--- config.mk ---
export PLATFORM = sky130hd
export DESIGN_NAME = k12a_loader_arbiter
export DESIGN_NICKNAME = d
export VERILOG_FILES = /design/src/rtl/k12a_loader_arbiter_pkg.sv /design/src/rtl/k12a_loader_timer.sv /design/src/rtl/k12a_loader_arbiter.sv
export SDC_FILE = /design/constraint.sdc
export NUM_CORES = 1
export LEC_CHECK = 0
export BUFFER_PORTS_ARGS = -buffer_cell sky130_fd_sc_hd__buf_2
export CORE_MARGIN = 3
export CORE_UTILIZATION = 40
export CTS_CLUSTER_SIZE = 14
export DETAILED_ROUTE_END_ITERATION = 10
export HOLD_SLACK_MARGIN = 0.05
export PLACE_DENSITY = 0.82
export SYNTH_ARGS = -nofsm -noshare
export SYNTH_HDL_FRONTEND = slang
export SYNTH_SLANG_ARGS = --single-unit
export TNS_END_PERCENT = 10
--- constraint.sdc ---
create_clock -name cpu_clock -period 2.6 [get_ports cpu_clock]
set_input_delay 0.26 -clock cpu_clock [delete_from_list [all_inputs] [get_ports cpu_clock]]
set_output_delay 0.26 -clock cpu_clock [all_outputs]
set_load 0.03 [all_outputs]
--- src/rtl/k12a_loader_arbiter_pkg.sv ---
// Shared types and constants for the k12a loader/debug bus arbiter.
package k12a_loader_arbiter_pkg;

    typedef enum logic [2:0] {
        ARB_IDLE,
        ARB_STOP,
        ARB_OWN,
        ARB_RD,
        ARB_WSET,
        ARB_WPUL,
        ARB_WHLD,
        ARB_REL
    } arb_state_t;

    typedef enum logic {
        MEM_READ  = 1'b0,
        MEM_WRITE = 1'b1
    } mem_mode_t;

    localparam logic BUS_OWNER_CPU    = 1'b0;
    localparam logic BUS_OWNER_LOADER = 1'b1;

    // States in which the loader drives the memory bus.
    function automatic logic is_loader_owned(input arb_state_t s);
        return s inside {ARB_OWN, ARB_RD, ARB_WSET, ARB_WPUL, ARB_WHLD};
    endfunction

endpackage

--- src/rtl/k12a_loader_timer.sv ---
// Phase timer for the loader arbiter: 4-bit down-counter whose done flag marks
// the last cycle of a timed RD/WSET/WPUL phase.
module k12a_loader_timer (
    input  logic       cpu_clock,
    input  logic       reset,
    input  logic       load,
    input  logic [3:0] load_val,
    output logic       done
);

    logic [3:0] cnt_q, cnt_d;

    always_comb begin
        cnt_d = cnt_q;
        if (load) begin
            cnt_d = load_val;
        end else if (cnt_q != 4'd0) begin
            cnt_d = cnt_q - 4'd1;
        end
    end

    always_ff @(posedge cpu_clock) begin
        if (reset) begin
            cnt_q <= 4'd0;
        end else begin
            cnt_q <= cnt_d;
        end
    end

    assign done = (cnt_q == 4'd1);

endmodule

--- src/rtl/k12a_loader_arbiter.sv ---
// Hands the k12a memory bus between the CPU and the loader/debug port.
// Optional K12A_LOADER_AUTOINC_EN: per-session auto-incrementing transfer address.
module k12a_loader_arbiter
    import k12a_loader_arbiter_pkg::*;
#(
    parameter int WR_SETUP = 1,
    parameter int WR_PULSE = 2,
    parameter int RD_WAIT  = 2
) (
    input  logic        cpu_clock,
    input  logic        reset,
    input  logic        cpu_at_boundary,
    output logic        cpu_hold,
    input  logic        cpu_mem_enable,
    input  logic        cpu_mem_write,
    input  logic [15:0] cpu_addr,
    input  logic [7:0]  cpu_wdata,
    input  logic        ld_session,
    input  logic        ld_req,
    input  logic        ld_we,
    input  logic [15:0] ld_addr,
    input  logic [7:0]  ld_wdata,
    output logic        ld_ack,
    output logic [7:0]  ld_rdata,
    output logic        mem_enable,
    output logic        mem_write,
    output logic [15:0] mem_addr,
    output logic [7:0]  mem_wdata,
    input  logic [7:0]  mem_rdata,
    output logic        async_write,
    output logic        bus_owner
);

    localparam logic [3:0] WR_SETUP_C = 4'(WR_SETUP);
    localparam logic [3:0] WR_PULSE_C = 4'(WR_PULSE);
    localparam logic [3:0] RD_WAIT_C  = 4'(RD_WAIT);

    arb_state_t  state_q, state_d;
    logic [15:0] xaddr_q, xaddr_d;
    logic [7:0]  xdata_q, xdata_d;
    logic [7:0]  rdata_q, rdata_d;
    logic [15:0] next_addr;
    logic        tmr_load;
    logic [3:0]  tmr_val;
    logic        tmr_done;
    mem_mode_t   mode;

    k12a_loader_timer u_timer (
        .cpu_clock (cpu_clock),
        .reset     (reset),
        .load      (tmr_load),
        .load_val  (tmr_val),
        .done      (tmr_done)
    );

`ifdef K12A_LOADER_AUTOINC_EN
    logic [15:0] acnt_q, acnt_d;
    logic        armed_q, armed_d;

    always_comb begin
        acnt_d  = acnt_q;
        armed_d = armed_q;
        if ((state_q == ARB_OWN) && ld_req && armed_q) begin
            acnt_d  = ld_addr;
            armed_d = 1'b0;
        end
        if (ld_ack) begin
            acnt_d = acnt_q + 16'd1;
        end
        if (state_q == ARB_REL) begin
            armed_d = 1'b1;
        end
    end

    always_ff @(posedge cpu_clock) begin
        if (reset) begin
            acnt_q  <= 16'd0;
            armed_q <= 1'b1;
        end else begin
            acnt_q  <= acnt_d;
            armed_q <= armed_d;
        end
    end

    assign next_addr = armed_q ? ld_addr : acnt_q;
`else
    assign next_addr = ld_addr;
`endif

    always_comb begin
        state_d  = state_q;
        xaddr_d  = xaddr_q;
        xdata_d  = xdata_q;
        rdata_d  = rdata_q;
        tmr_load = 1'b0;
        tmr_val  = 4'd0;
        ld_ack   = 1'b0;
        case (state_q)
            ARB_IDLE: begin
                if (ld_session) state_d = ARB_STOP;
            end
            ARB_STOP: begin
                if (!ld_session) begin
                    state_d = ARB_REL;
                end else if (cpu_at_boundary) begin
                    state_d = ARB_OWN;
                end
            end
            ARB_OWN: begin
                // A pending request wins over a session drop in the same cycle.
                if (ld_req) begin
                    xaddr_d  = next_addr;
                    tmr_load = 1'b1;
                    if (ld_we) begin
                        xdata_d = ld_wdata;
                        tmr_val = WR_SETUP_C;
                        state_d = ARB_WSET;
                    end else begin
                        tmr_val = RD_WAIT_C;
                        state_d = ARB_RD;
                    end
                end else if (!ld_session) begin
                    state_d = ARB_REL;
                end
            end
            ARB_RD: begin
                if (tmr_done) begin
                    rdata_d = mem_rdata;
                    ld_ack  = 1'b1;
                    state_d = ARB_OWN;
                end
            end
            ARB_WSET: begin
                if (tmr_done) begin
                    tmr_load = 1'b1;
                    tmr_val  = WR_PULSE_C;
                    state_d  = ARB_WPUL;
                end
            end
            ARB_WPUL: begin
                if (tmr_done) state_d = ARB_WHLD;
            end
            ARB_WHLD: begin
                ld_ack  = 1'b1;
                state_d = ARB_OWN;
            end
            ARB_REL: begin
                state_d = ARB_IDLE;
            end
            default: begin
                state_d = ARB_IDLE;
            end
        endcase
    end

    always_ff @(posedge cpu_clock) begin
        if (reset) begin
            state_q <= ARB_IDLE;
            rdata_q <= 8'd0;
        end else begin
            state_q <= state_d;
            rdata_q <= rdata_d;
        end
        xaddr_q <= xaddr_d;
        xdata_q <= xdata_d;
    end

    // Bus mux: all loader-side drive decodes from registered state only.
    always_comb begin
        mem_enable = cpu_mem_enable;
        mode       = cpu_mem_write ? MEM_WRITE : MEM_READ;
        mem_addr   = cpu_addr;
        mem_wdata  = cpu_wdata;
        case (state_q)
            ARB_OWN: begin
                mem_enable = 1'b0;
                mode       = MEM_READ;
                mem_addr   = xaddr_q;
                mem_wdata  = xdata_q;
            end
            ARB_RD: begin
                mem_enable = 1'b1;
                mode       = MEM_READ;
                mem_addr   = xaddr_q;
                mem_wdata  = xdata_q;
            end
            ARB_WSET, ARB_WPUL, ARB_WHLD: begin
                mem_enable = 1'b1;
                mode       = MEM_WRITE;
                mem_addr   = xaddr_q;
                mem_wdata  = xdata_q;
            end
            ARB_REL: begin
                mem_enable = 1'b0;
            end
            default: begin
            end
        endcase
    end

    assign mem_write   = (mode == MEM_WRITE);
    assign async_write = (state_q == ARB_WPUL);
    assign cpu_hold    = (state_q != ARB_IDLE);
    assign bus_owner   = is_loader_owned(state_q) ? BUS_OWNER_LOADER : BUS_OWNER_CPU;
    assign ld_rdata    = rdata_d;

endmodule

Word-level counts from Yosys, hierarchy flattened
Cells that the tools add are included.
Operators by class
  add/subtract/negate cells: 1
  multipliers: 0
  divide/modulo/power cells: 0
  order comparisons: 0
  eq/ne operators: 14
  shift-type cells: 0
  muxes and demuxes: 28
  bitwise gates (word level): 0
  reductions and logical operators: 13
Operators by type and width (count)
  3-bit 2-to-1 mux: 9
  8-bit 2-to-1 mux: 3
  3-bit case mux with 8 select lines: 1
  16-bit 2-to-1 mux: 1
  3-bit == test, second input constant: 4
  4-bit 2-to-1 mux: 2
  1-bit case mux with 2 select lines: 4
  3-bit by 2-bit == test with 1-bit output, second input constant: 2
  2-bit 2-to-1 mux: 3
  2-bit != test, second input constant: 3
  3-bit != test, second input constant: 2
  6-bit AND reduction: 1
  5-bit nonzero test: 1
  5-bit OR reduction: 1
  4-bit by 1-bit == test with 1-bit output, second input constant: 1
  1-bit 2-to-1 mux: 4
  2-bit case mux with 2 select lines: 1
  4-bit nonzero test: 1
  2-bit OR reduction: 2
  4-bit OR reduction: 1
  4-bit by 1-bit subtractor with 4-bit output, second input constant: 1
  3-bit by 1-bit == test with 1-bit output, second input constant: 1
  3-bit zero test: 1
  3-bit AND reduction: 1
  5 further kinds: 5
Word-level totals
  bits in registers: 39
  bits in latches: 0
  bits in writable memories: 0
  bits in read-only memories: 0
  input port bits: 64
  logic and storage cells: 61
  memories: 0

Logic depth before layout (Yosys ltp)
  depth after elaboration: 4
  gate-level depth with buffers: 6
  gate-level depth less buffers: 6

Hierarchy
From an unflattened synthesis, not the netlist that was laid out.
Second synthesis, totals
  cells, all modules: 158
  area, all modules: 1955.6 um^2
Modules (own cells, without submodules)
  k12a_loader_arbiter: times used 1, cells each 131, area each 1709.1 um^2, seq. area each 940.9 um^2
  k12a_loader_timer: times used 1, cells each 27, area each 246.5 um^2, seq. area each 80.1 um^2

Worst setup path before layout
OpenSTA, ideal clock, no wires.
  kind: register -> register
  from: register state_q[0]
  to: register u_timer.cnt_q[0]
  arrival: 2845 ps
  required time: 2514 ps
  path slack: -330 ps
  cell stages (with the launch flop): 6
  path buffers: 1
  period minus slack after synthesis: 2930 ps
  path through: dfxtp_1 clkbuf_1 nor4bb_1 o21bai_1 nor3_1 a211oi_1
Between the ends
  cells in the longest elaborated chain, start to end: 3
  elaborated cells on any way between the ends: 6
  classes of those cells: eq/ne: 2; mux: 3; reduce/logical: 1
Ends and longest elaborated chain
  from (decl): line k12a_loader_arbiter.sv:38  | arb_state_t state_q, state_d;
  from (signal assigned): line k12a_loader_arbiter.sv:161  | state_q <= state_d;
  3-bit == test or 3-bit by 2-bit == test with 1-bit output (tied branches): line k12a_loader_arbiter.sv:98  | case (state_q)
  2-bit case mux with 2 select lines or 1-bit case mux with 2 select lines (tied branches): line k12a_loader_arbiter.sv:98
  4-bit 2-to-1 mux or 2-bit nonzero test (tied branches)
  to (signal assigned): line k12a_loader_timer.sv:26  | cnt_q <= cnt_d;
  to (decl): line k12a_loader_timer.sv:11  | logic [3:0] cnt_q, cnt_d;
Parallel ways exist; a longest one is shown, timed or not.
A chain may end at the register's enable or synchronous reset.

Worst setup path after layout
  from: register u_timer.cnt_q[0]
  to: output ld_rdata[4]
Between the ends
  cells in the longest elaborated chain, start to end: 3
Ends and longest elaborated chain
  4-bit by 1-bit == test with 1-bit output: line k12a_loader_timer.sv:30  | assign done = (cnt_q == 4'd1);
  8-bit 2-to-1 mux: line k12a_loader_arbiter.sv:127  | if (tmr_done) begin
  8-bit 2-to-1 mux: line k12a_loader_arbiter.sv:98
  to (decl): line k12a_loader_arbiter.sv:24  | output logic [7:0] ld_rdata,
No other way between the ends.

==> impl_results.md <==
- CP max stage cell: or3b_4
- Share of the synthesized area in the top cell type: 38.04%
- Number of global-route vias before repair: between 1k and 1.5k
- I/O pin count: 102
- Clk pwr share: ~17%
- Clk root buf: clkbuf_8
- Pins Over Slew Limit: 0
- Largest net degree at the start of global routing: 26
- First-pass GRT wire length: 6.037 mm
- Detailed router's first-iteration violation count: between 60 and 70
- Multi-input gate area: 840.8 sq um
- Initial antenna violation count: 0
- Core area: 0.004474 sq mm
- R2R Path Start: u_timer.cnt_q[0]
- Fin crit period: 2.415 ns
- CP top delay family: simple AND/OR/NAND/NOR gates
- Crit path buf inv count: 2
- GR Overflow Total: 0
- Synth Net Count: 217
- Internal power contribution: 0.001631 W
- Reg area: between 0.001 and 0.0015 sq mm
- Prevailing post-synth register cell: edfxtp_1
- Drt pass-1 iters: 4
- Top-count cell post-synth: mux2_2
- Synth top area cells: edfxtp_1 38%, mux2_2 20%, dfxtp_1 16%
- Power per cell area: approximately 1100 mW/mm^2
- Maximum vdd drop: about 540 uV
- Clk slew on worst S/H paths: approximately 0.080 ns
- Fmax: roughly 410 MHz
- Clock sinks: 39
- Post-Layout Cell Count: 310
- Crit path DAT: between 2 and 2.5 ns
- Setup CP Type: reg -> out
- Post-synth EDFFs: 24
- Die H: around 75 microns
- Hold WC Path Type: in -> reg
- Slew Limit Headroom: ~57%
- Lkg Pwr: about 1.2 nW
- Area Overhead vs Synth: 37.91%
- RSZ-0062 raised after global routing: false
- Ys async rst share: 0%
- Final worst-path cycle share: between 90% and 100%
- Total of max-cap violations: 0
- CTS tree: yes
- Ant. Diodes: 0
- Switching Fraction: 41.87%
- Hold path start: ld_wdata[6]
- Via density: roughly 4.9
- Drc violations: 0
- Buffers on Ports: 101
- Initial Util: a little over two fifths
- H-Tree Depth: 2
- Sequential power share: between 20 and 30%
- Avg WL per Cell: between 10 and 15 microns
- Final setup vio count: 0
- CP Capture Type: output pin
- CTS buffer count: 5
- Status: finished clean
- Final WL: 4.223 mm
- WHS: 0.1438 ns
- Sw power: 0.001175 W
- Filler Cells Inserted: between 300 and 400
- Largest fanout on the critical path: 9
- Die Width: 74.82 microns
- Share of layout cells above drive strength 1: 59.69%
- Seq/Total Area, Yosys: 53.90%
- Cell variety after synth: 36
- Post-synthesis average cell area: 12.55 sq um
- Gpl congestion: a little over 0.8
- Max Root-Sink Buffers: 2
- Worst Path Required: 2.34 ns
- Logic pwr share: 54.2%
- Worst Tran Pin Value: 0.6481 ns
- FF+latch count, synth: 39
- Die ar.: 0.005597 sq mm
- Ys Warns: 0
- # nets final: 323
- Gate Count Post-Synth: 151
- Pwr Total: 0.002805 W
- CP Launch Point: u_timer.cnt_q[0]
- Crit-path cells: ha_1 -> or3b_4 -> nor3_4 -> buf_12 -> mux2_2 -> buf_2
- Top cell type by total area after synthesis: edfxtp_1
- Final-report hold violation count: 0
- Largest stage delay, worst path: around 0.41 ns
- Number of core rows: 24
- Vias: 1531
- Clk_lat worst skew: 0.29 ns
- Mapped cell area: 0.001894 sq mm
- Setup TNS: 0 ns
- Total global-route track usage: 14.15%
- DP HPWL: 3.284 mm
- Placed cells: 301
- Routed Antenna Nets: 0
- Nature of the critical path startpoint: flip-flop
- Synth cell count leaders: 33 x mux2_2, 24 x edfxtp_1, 15 x dfxtp_1, 8 x and2b_1, 8 x nor2_1
- Layout Skew: roughly 0.0029 ns
==> per-stage QoR <==
stage	utilization [%]	setup WS [ns]	area, sq um
after floorplan	-	0.3122	1901
after global placement	55.43	0.3352	2480
after detailed placement	55.43	0.2736	2480
after CTS	57.94	0.04135	2592
after global routing	58.39	0.09586	2613
final	58.39	0.1853	2613
==> final cells by class <==
cell class                      instances  area share [%]
Clock buffer                            5           2.634
Clock inverter                          3           1.485
Timing Repair Buffer                  106           21.26
Inverter                                6          0.8621
Sequential cell                        39           39.08
Multi-Input combinational cell         99           32.18
Tap cell                               52           2.490
==> layer usage <==
| layer | vias up | share of wire, % | track usage [%] |
|---|---|---|---|
| met1 | 688 | 42 | 15.32 |
| met3 | 2 | 10 | 5.874 |
| met4 | 0 | 0.31 | 4.150 |
| met2 | 78 | 48 | 25.27 |
| li1 | 763 | - | - |
| met5 | - | 0 | 0 |
==> placed cells by master (no fill, tap or decap), types with 2 or more instances in the layout <==
| master | n |
|---|---|
| edfxtp_1 | 24 |
| nor2_1 | 8 |
| dfxtp_1 | 15 |
| buf_4 | 4 |
| o21ai_0 | 4 |
| buf_2 | 101 |
| a21oi_1 | 4 |
| and2b_1 | 8 |
| or4bb_1 | 2 |
| mux2i_1 | 2 |
| nor3_1 | 6 |
| nand2_1 | 3 |
| clkbuf_8 | 5 |
| ha_1 | 2 |
| mux2_2 | 33 |
| or3b_2 | 2 |
| nand2b_1 | 3 |
| a211oi_1 | 2 |
| inv_1 | 6 |
| or3_1 | 3 |
==> worst register-to-register path, delay by kind of cell (launching register included) <==
| kind | cells | cell delay [ns] |
|---|---|---|
| simple gates | 3 | 0.80 |
| flops | 1 | 0.40 |
| mux | 1 | 0.34 |
| fa+ha+maj | 1 | 0.16 |
| buf+inv | 1 | 0.15 |
==> logic make-up after synthesis <==
family / Yosys count / share of synthesized area, %
compound gates: 17 / 5.813
fa+ha+maj: 2 / 1.321
buf+inv: 13 / 2.774
flops: 39 / 53.90
mux: 36 / 21.27
simple gates: 44 / 14.93
==> power groups by stage <==
stage | sequential, W | clock, W | combinational [W]
after global routing | 0.000809 | 0.000534 | 0.00163
final | 0.000799 | 0.000487 | 0.00152
after CTS | 0.000798 | 0.000506 | 0.00153
after floorplan | 0.000798 | 0 | 0.00117
after global placement | 0.000807 | 0 | 0.00149
after detailed placement | 0.000812 | 0 | 0.00151
==> what timing repair did <==
action,CTS,global route
hold buffers,0,0
pin swaps,0,1
endpoints found under the hold margin,0,0
gates resized for setup,1,0
setup endpoints to repair,24,8
buffers inserted,0,1
==> worst paths after layout <==
path / end / slack, ns / depth (start not counted)
worst min-delay path: xdata_q[6] / 0.14 / 1
worst max register to register: rdata_q[4] / 0.65 / 6
worst min register to register: u_timer.cnt_q[3] / 0.58 / 2
worst max-delay path: ld_rdata[4] / 0.19 / 6
==> state kept, by name, indices dropped and copies added (netlist names) <==
name and cells:
rdata_q 8, state_q 3, u_timer.cnt_q 4, xaddr_q 16, xdata_q 8
Power figures use the tool's default switching activity.
